`src/rtl/bus_pkg.sv`:
```
// bus_pkg: shared types and helpers for the bus master multiplexer.
//   state_e     - ownership FSM states (IDLE / XFER / RELEASE)
//   LEN_W       - width of a burst-length field (beats minus one)
//   onehot2idx  - index of the lowest set bit of a vector (up to 32 bits)
package bus_pkg;

  typedef enum logic [1:0] {
    IDLE    = 2'd0,
    XFER    = 2'd1,
    RELEASE = 2'd2
  } state_e;

  localparam int LEN_W      = 4;
  localparam int MAX_ONEHOT = 32;

  // Scans from the top down so the last hit wins, leaving the lowest set
  // bit; a multi-hot grant therefore resolves to the lowest master index.
  function automatic logic [4:0] onehot2idx(input logic [MAX_ONEHOT-1:0] v);
    logic [4:0] idx;
    idx = '0;
    for (int i = MAX_ONEHOT - 1; i >= 0; i--) begin
      if (v[i]) idx = 5'(i);
    end
    return idx;
  endfunction

endpackage

```
`src/rtl/bus_onehot_enc.sv`:
```
// bus_onehot_enc: one-hot (or multi-hot) vector to index encoder.
//   onehot in  N          - input vector, N <= 32
//   idx    out $clog2(N)  - index of the lowest set bit (0 when none set)
//   any    out 1          - at least one bit set
module bus_onehot_enc
  import bus_pkg::*;
#(
  parameter int N = 4
) (
  input  logic [N-1:0]         onehot,
  output logic [$clog2(N)-1:0] idx,
  output logic                 any
);

  localparam int IDX_W = $clog2(N);

  assign idx = IDX_W'(onehot2idx(MAX_ONEHOT'(onehot)));
  assign any = |onehot;

endmodule

```
`src/rtl/bus_master_mux.sv`:
```
// bus_master_mux: latches the arbiter's grant as bus owner, holds ownership
// for a whole burst, routes the owner's request channel to the shared slave
// port and returns registered read data to the owner.
//
// Ports:
//   clk, reset_n        - clock (rising edge), async active-low reset
//   grant               - one-hot grant from the arbiter (lowest bit wins)
//   m_valid/m_addr/m_wdata/m_we/m_len - per-master request channels (packed)
//   m_ready             - beat accepted, owner bit only
//   m_rdata, m_rvalid   - registered read data and per-master valid pulse
//   s_valid/s_addr/s_wdata/s_we, s_ready, s_rdata - shared slave port
//   bus_busy            - high in every state except IDLE
//   owner               - current/last owner index
//   err                 - stall watchdog pulse
//
// Optional feature: define BUS_MUX_TIMEOUT_EN to enable the stall watchdog
// (TIMEOUT_CYCLES consecutive stalled XFER cycles abort the burst).
module bus_master_mux
  import bus_pkg::*;
#(
  parameter int NUM_MASTERS    = 4,
  parameter int DATA_WIDTH     = 32,
  parameter int ADDR_WIDTH     = 32,
  parameter int TIMEOUT_CYCLES = 64
) (
  input  logic                              clk,
  input  logic                              reset_n,
  input  logic [NUM_MASTERS-1:0]            grant,
  input  logic [NUM_MASTERS-1:0]            m_valid,
  input  logic [NUM_MASTERS*ADDR_WIDTH-1:0] m_addr,
  input  logic [NUM_MASTERS*DATA_WIDTH-1:0] m_wdata,
  input  logic [NUM_MASTERS-1:0]            m_we,
  input  logic [NUM_MASTERS*LEN_W-1:0]      m_len,
  output logic [NUM_MASTERS-1:0]            m_ready,
  output logic [DATA_WIDTH-1:0]             m_rdata,
  output logic [NUM_MASTERS-1:0]            m_rvalid,
  output logic                              s_valid,
  output logic [ADDR_WIDTH-1:0]             s_addr,
  output logic [DATA_WIDTH-1:0]             s_wdata,
  output logic                              s_we,
  input  logic                              s_ready,
  input  logic [DATA_WIDTH-1:0]             s_rdata,
  output logic                              bus_busy,
  output logic [$clog2(NUM_MASTERS)-1:0]    owner,
  output logic                              err
);

  localparam int IDX_W = $clog2(NUM_MASTERS);

  state_e           state, state_nxt;
  logic [LEN_W-1:0] beat_cnt;
  logic [IDX_W-1:0] gnt_idx;
  logic             gnt_any;
  logic             hs;
  logic             abort;

  bus_onehot_enc #(.N(NUM_MASTERS)) u_grant_enc (
    .onehot (grant),
    .idx    (gnt_idx),
    .any    (gnt_any)
  );

`ifdef BUS_MUX_TIMEOUT_EN
  localparam int WD_W = $clog2(TIMEOUT_CYCLES + 1);
  logic [WD_W-1:0] wd_cnt;
`endif

  // State register
  always_ff @(posedge clk or negedge reset_n) begin
    if (!reset_n) state <= IDLE;
    else          state <= state_nxt;
  end

  // Next state and slave-side routing. Slave outputs are zero outside XFER so
  // an asynchronous reset drops s_valid without waiting for an edge.
  always_comb begin
    state_nxt = state;
    s_valid   = 1'b0;
    s_addr    = '0;
    s_wdata   = '0;
    s_we      = 1'b0;
    m_ready   = '0;
    hs        = 1'b0;
    abort     = 1'b0;
    case (state)
      IDLE: begin
        if (gnt_any) state_nxt = XFER;
      end
      XFER: begin
        s_valid = m_valid[owner];
        s_addr  = m_addr[owner*ADDR_WIDTH +: ADDR_WIDTH];
        s_wdata = m_wdata[owner*DATA_WIDTH +: DATA_WIDTH];
        s_we    = m_we[owner];
        hs      = m_valid[owner] && s_ready;
`ifdef BUS_MUX_TIMEOUT_EN
        // The abort cycle is itself the last counted stall.
        abort   = !hs && (wd_cnt == WD_W'(TIMEOUT_CYCLES - 1));
`endif
        if (!abort) m_ready[owner] = s_ready;
        if (abort || (hs && beat_cnt == '0)) state_nxt = RELEASE;
      end
      RELEASE: state_nxt = IDLE;
      default: state_nxt = IDLE;
    endcase
  end

  // Ownership latch, beat counter and read return
  always_ff @(posedge clk or negedge reset_n) begin
    if (!reset_n) begin
      owner    <= '0;
      beat_cnt <= '0;
      m_rdata  <= '0;
      m_rvalid <= '0;
    end else begin
      m_rvalid <= '0;
      if (state == IDLE && gnt_any) begin
        owner    <= gnt_idx;
        beat_cnt <= m_len[gnt_idx*LEN_W +: LEN_W];
      end
      if (hs) begin
        if (beat_cnt != '0) beat_cnt <= beat_cnt - 1'b1;
        if (!m_we[owner]) begin
          m_rdata         <= s_rdata;
          m_rvalid[owner] <= 1'b1;
        end
      end
    end
  end

`ifdef BUS_MUX_TIMEOUT_EN
  // Consecutive stalled XFER cycles; any handshake or leaving XFER clears it.
  always_ff @(posedge clk or negedge reset_n) begin
    if (!reset_n)                           wd_cnt <= '0;
    else if (state == XFER && !hs && !abort) wd_cnt <= wd_cnt + 1'b1;
    else                                    wd_cnt <= '0;
  end
`endif

  assign bus_busy = (state != IDLE);
  assign err      = abort;

endmodule

```
`config.mk`:
```
export PLATFORM = sky130hd
export DESIGN_NAME = bus_master_mux
export DESIGN_NICKNAME = d
export VERILOG_FILES = /design/src/rtl/bus_pkg.sv /design/src/rtl/bus_onehot_enc.sv /design/src/rtl/bus_master_mux.sv
export SDC_FILE = /design/constraint.sdc
export NUM_CORES = 1
export LEC_CHECK = 0
export CAP_MARGIN = 5
export CORE_AREA = 2 2 169 171
export CTS_BUF_LIST = sky130_fd_sc_hd__clkbuf_4
export DETAILED_ROUTE_END_ITERATION = 6
export DIE_AREA = 0 0 171 173
export PLACE_DENSITY = 0.44
export SYNTH_ARGS = -nofsm -noshare
export SYNTH_HDL_FRONTEND = slang
export SYNTH_SLANG_ARGS = --single-unit
```
`constraint.sdc`:
```
create_clock -name clk -period 5.06 [get_ports clk]
set_clock_uncertainty 0.2 [all_clocks]
set_input_delay 1.518 -clock clk [delete_from_list [all_inputs] [get_ports clk]]
set_output_delay 1.518 -clock clk [all_outputs]
set_load 0.01 [all_outputs]
```
==> Yosys cells after proc, flatten, opt, wreduce, memory -nomap -nowiden <==
Index checks and enable logic that the tools add are counted.
{ "totals": {"reg_bits": 44, "input_bits": 319, "out_inout_bits": 110, "elab_cells": 51} }
{ "classes": {"n_addsub": 1, "n_lt_le_gt_ge": 2, "eq_ne": 3, "shift": 3, "n_mux": 24, "n_bitwise": 2, "reduce_logical": 11} }
{ "ops": {"columns": ["op", "n"], "rows": [
  ["128-bit by 8-bit variable part select with 32-bit output", 2],
  ["32-bit 2-to-1 mux", 2],
  ["4-bit 2-to-1 mux", 6],
  ["16-bit by 5-bit variable part select with 4-bit output", 1],
  ["2-bit 2-to-1 mux", 6],
  ["1-bit 2-to-1 mux", 6],
  ["4-bit AND", 1],
  ["1-bit binary-select mux with 2-bit select", 2],
  ["1-bit logical AND", 4],
  ["4-bit logical NOT", 1],
  ["2-bit inequality test (second input constant)", 2],
  ["2-bit one-hot mux with 2 select lines", 1],
  ["2-bit AND reduction", 2],
  ["4-bit nonzero test", 1],
  ["4-bit OR reduction", 1],
  ["4-bit by 1-bit subtractor with 4-bit output (second input constant)", 1],
  ["2-bit by 3-bit < comparator with 1-bit output (second input constant)", 1],
  ["1-bit demux with 2-bit select", 1],
  ["2-bit by 1-bit equality test with 1-bit output (second input constant)", 1],
  ["2-bit by 1-bit greater-or-equal comparator with 1-bit output (second input constant)", 1],
  ["2-bit logical NOT", 1],
  ["2-bit nonzero test", 1],
  ["1-bit NOT", 1]
]} }

==> Logic depth before layout (Yosys ltp) <==
{ "depth": {"ltp_word": 8, "ltp_mapped": 7, "depth_no_buf": 7} }

==> Hierarchy <==
A second synthesis with hierarchy kept.
{ "unflattened": {"cells_unflattened": 290, "area_unflattened_um2": 3935.0} }
{ "modules_own_cells": {"columns": ["module", "n_inst", "cells_per_inst", "area_per_inst_um2"], "rows": [
  ["bus_master_mux", 1, 283, 3900.0],
  ["bus_onehot_enc", 1, 7, 35.0]
]} }

==> Least setup slack after synthesis <==
No wires, ideal clock.
{ "synth_path": {"path_type": "in2out", "from": "input m_we[3]", "to": "output s_we", "t_arrival_ns": 2.260, "t_required_ns": 3.342, "slack_ns": 1.082, "path_stages": 2, "n_path_buf": 0, "cell_sequence": "mux4_2 > and2_1"} }
{ "synth_via": {"elab_chain_cells": 3} }
{ "synth_rtl": {"columns": ["item", "line", "source"], "rows": [
  ["start, declared", "bus_master_mux.sv:32", "input logic [NUM_MASTERS-1:0] m_we,"],
  ["1-bit binary-select mux with 2-bit select", "bus_master_mux.sv:93", "s_we = m_we[owner];"],
  ["1-bit 2-to-1 mux (not written as such)", "bus_master_mux.sv:93", null],
  ["1-bit 2-to-1 mux", "bus_master_mux.sv:85", "case (state)"],
  ["end, declared", "bus_master_mux.sv:40", "output logic s_we,"]
]} }
No other way between the ends. The select of a mux whose other input is x is not followed.

==> Worst setup path in the final report <==
{ "layout_path": {"from": "input m_wdata[39]", "to": "output s_wdata[7]"} }
{ "layout_via": {"elab_chain_cells": 2} }
{ "layout_rtl": {"columns": ["item", "line", "source"], "rows": [
  ["start, declared", "bus_master_mux.sv:31", "input logic [NUM_MASTERS*DATA_WIDTH-1:0] m_wdata,"],
  ["128-bit by 8-bit variable part select with 32-bit output", "bus_master_mux.sv:92", "s_wdata = m_wdata[owner*DATA_WIDTH +: DATA_WIDTH];"],
  ["32-bit 2-to-1 mux", "bus_master_mux.sv:85", null],
  ["end, declared", "bus_master_mux.sv:39", "output logic [DATA_WIDTH-1:0] s_wdata,"]
]} }
No other way between the ends.

==> summary.md <==
| Metric | Value |
|---|---|
| Num rows | 61 |
| Yosys reg bits | 44 |
| Final instance area | 8840 sq um |
| Final Non-Filler Cells | 1100 |
| Post-synth top area cell | mux4_2 |
| RSZ-0062 raised after global routing | false |
| Fraction of layout cells with a size suffix above 1 | 17.2% |
| CTS tree | yes |
| PnR Total Power | 3.88 mW |
| Int Power | 2.47 mW |
| Placed inst area | 8760 sq um |
| Global-route wire length before repair | 32.9 mm |
| Post-DP HPWL | 19.9 mm |
| Count of pins over their slew limit | 0 |
| EDFF count, synth | 0 |
| Yosys warns | 0 |
| Vias | 4423 |
| Post-Synthesis Net Count | 625 |
| Hold_buf cts | 0 |
| Delay of the slowest critical-path stage | 0.55 ns |
| Top_reg_cell synth | dfrtp_1 |
| Switching pwr | 1.41 mW |
| Top Family by Delay on Critical Path | buffers and inverters |
| Drt wl/cell | 20.9 um |
| Synthesized cell area | 4050 sq um |
| Antenna violations before repair | 0 |
| Starting Density | 14.6% |
| GR Overflow Total | 0 |
| Worst path bufs/invs | 2 |
| CTS Sinks | 44 |
| Num ports | 429 |
| Worst path cell trace | clkdlybuf4s50_1 -> mux4_2 -> and2_1 -> clkdlybuf4s50_1 |
| DRT antenna net count | 0 |
| Slowest cell on the critical path | mux4_2 |
| Final min period | 4.93 ns |
| CTS max path bufs | 2 |
| Async SR Flop Fraction | 100% |
| CTS clk-pin slew, worst paths | 0.14 ns |
| Drt drc | 0 |
| Fmax | 203 MHz |
| Yosys top cell area share | 37.3% |
| Worst Path Max Fanout | 1 |
| Core outline area | 27600 sq um |
| # resized after CTS | 0 |
| Comb power frac | 74.9% |
| Sw Share | 36.3% |
| Area of the multi-input gates | 2780 sq um |
| GRT Util Overall | 14.9% |
| Clk_lat worst skew | 0.36 ns |
| Syn_area_per_cell | 13.3 sq um |
| Synth cell types | 34 |
| Syn Inst Count | 305 |
| Final cycle utilization of the critical path | 97.5% |
| Antenna diode count | 0 |
| Critical Setup Path Class | in -> out |
| Largest cells by area after synthesis | mux4_2, dfrtp_1, mux2_4 |
| PortBufs | 427 |
| Clock power share | 5.8% |
| Routed vias/inst | 4.02 |
| WP data required | 3.34 ns |
| Reg power frac | 19.3% |
| Critical path startpoint category | input pin |
| Max Cap Violations | 0 |
| Chip width | 171 um |
| Setup bufs post-CTS | 0 |
| Filler cell count | 2809 |
| Final nets | 1041 |
| Vias in the first global route | 5016 |
| Area grow syn2layout | 119% |
| Placed cells | 1092 |
| CTS H-Tree Depth | 2 |
| Pwr/cell area | 439 nW/um^2 |
| Status | finished, final reports clean |
| Largest net degree at the start of global routing | 70 |
| Arrival @ worst endpoint | 3.21 ns |
| Synth top cells by count | and2_1, mux4_2, dfrtp_1, mux2_4, clkbuf_1 |
| Reg2reg setup slack | 2.00 ns |
| RePlAce Congestion | 0.906 |
| Total Neg Setup Slack | 0 ns |
| Worst relative slew slack | 32.3% |
| Worst Tran Pin Value | 1.02 ns |
| Finish-stage setup viols | 0 |
| Hold Vio Cnt, Final | 0 |
| Sequential fraction of the synthesis area | 27.2% |
| CTS Buf Count | 5 |
| Worst IR Drop VDD | 0.000194 V |
| First-pass detailed-route iteration total | 4 |
| Die area | 29600 sq um |
| Worst setup EP type | output pin |
| Root Driver | clkbuf_4 |
| Worst Hold Class | reg -> reg |
| Lkg Pwr | 3.23 nW |
| Die Y | 173 um |
| WL final | 23.0 mm |
| Cell with the most instances on the worst path | clkdlybuf4s50_1 |
| Register area | 1110 sq um |
| DR iter-0 viols | 124 |
==> final cells by class <==
type / instances / area share (%)
sequential: 44 / 12.5
inverter: 6 / 0.255
timing repair buffer: 437 / 49.5
clock buffer: 6 / 0.509
tap: 378 / 5.35
clock inverter: 2 / 0.396
multi-input combinational: 227 / 31.4
==> metal layers <==
metal / GRT usage (%) / wire length (um)
met4: 2.97 / 412
met3: 3.34 / 1770
met1: 16.9 / 8500
met2: 28.2 / 12300
met5: 0 / 0
==> cells in the final DEF, fill, tap and decap left out <==
cell / synthesis / final
o311ai_0: 1 / 1
ha_1: 1 / 1
nor4_1: 2 / 2
nand2b_1: 4 / 4
buf_12: 0 / 3
a211o_1: 1 / 1
mux2_4: 30 / 30
o21bai_1: 1 / 1
nand2_1: 4 / 4
o21ai_1: 1 / 1
a221o_1: 1 / 1
nand3_1: 1 / 1
inv_1: 6 / 6
mux4_2: 67 / 67
o21ai_0: 4 / 4
a22o_1: 1 / 1
dfrtp_4: 0 / 2
o32ai_1: 1 / 1
and2_1: 67 / 67
clkdlybuf4s50_1: 0 / 426
nand3_2: 1 / 1
nor3_1: 7 / 7
a21oi_1: 7 / 7
a21o_1: 2 / 2
dfrtp_1: 44 / 42
clkbuf_4: 0 / 6
mux2_2: 3 / 3
nor2_1: 11 / 11
a22oi_1: 1 / 1
clkinv_2: 0 / 1
buf_4: 2 / 7
mux2i_1: 4 / 4
bufinv_16: 0 / 1
nor2b_4: 0 / 1
conb_1: 1 / 1
buf_2: 7 / 1
o22ai_1: 1 / 1
nor2_4: 1 / 1
==> final timing paths <==
check / start / endpoint / cells after the start
worst max-delay path: m_wdata[39] / s_wdata[7] / 4
worst min-delay path: beat_cnt[3] / state[1] / 1
worst max register to register: owner[1] / m_rdata[26] / 6
worst min register to register: beat_cnt[3] / state[1] / 1
max in group asynchronous: reset_n / owner[1] / 1
min in group asynchronous: reset_n / m_rdata[7] / 1
==> cells by family after synthesis <==
group	after synthesis	share of synthesized area, %
adders and majority gates	1	0.309
AOI/OAI and AO/OA	22	3.49
other	1	0.0927
buffers and inverters	34	4.30
DFF	44	27.2
and+or+nand+nor	99	14.3
muxes	104	50.2
==> state kept, by name, summed over array words and instances, names as in the netlist <==
name	count
m_rvalid	4
beat_cnt	4
m_rdata	32
owner	2
state	2
==> stage by stage <==
step / hold slack, ns / util [%] / setup WS [ns]
after floorplan: 0.256 / - / 1.08
after global placement: 0.288 / 31.7 / 0.107
after detailed placement: 0.282 / 31.7 / 0.0956
after CTS: 0.304 / 32.0 / 0.0956
after global routing: 0.326 / 32.0 / 0.0968
final: 0.303 / 32.0 / 0.128
==> power by group through the flow <==
stage / registers, mW / clock network (mW) / logic [mW]
after floorplan: 0.672 / 0 / 1.46
after global placement: 0.757 / 0 / 2.97
after detailed placement: 0.770 / 0 / 2.96
after CTS: 0.763 / 0.241 / 2.98
after global routing: 0.787 / 0.254 / 3.11
final: 0.750 / 0.226 / 2.91
No activity file was read; power rests on OpenSTA's default activity.
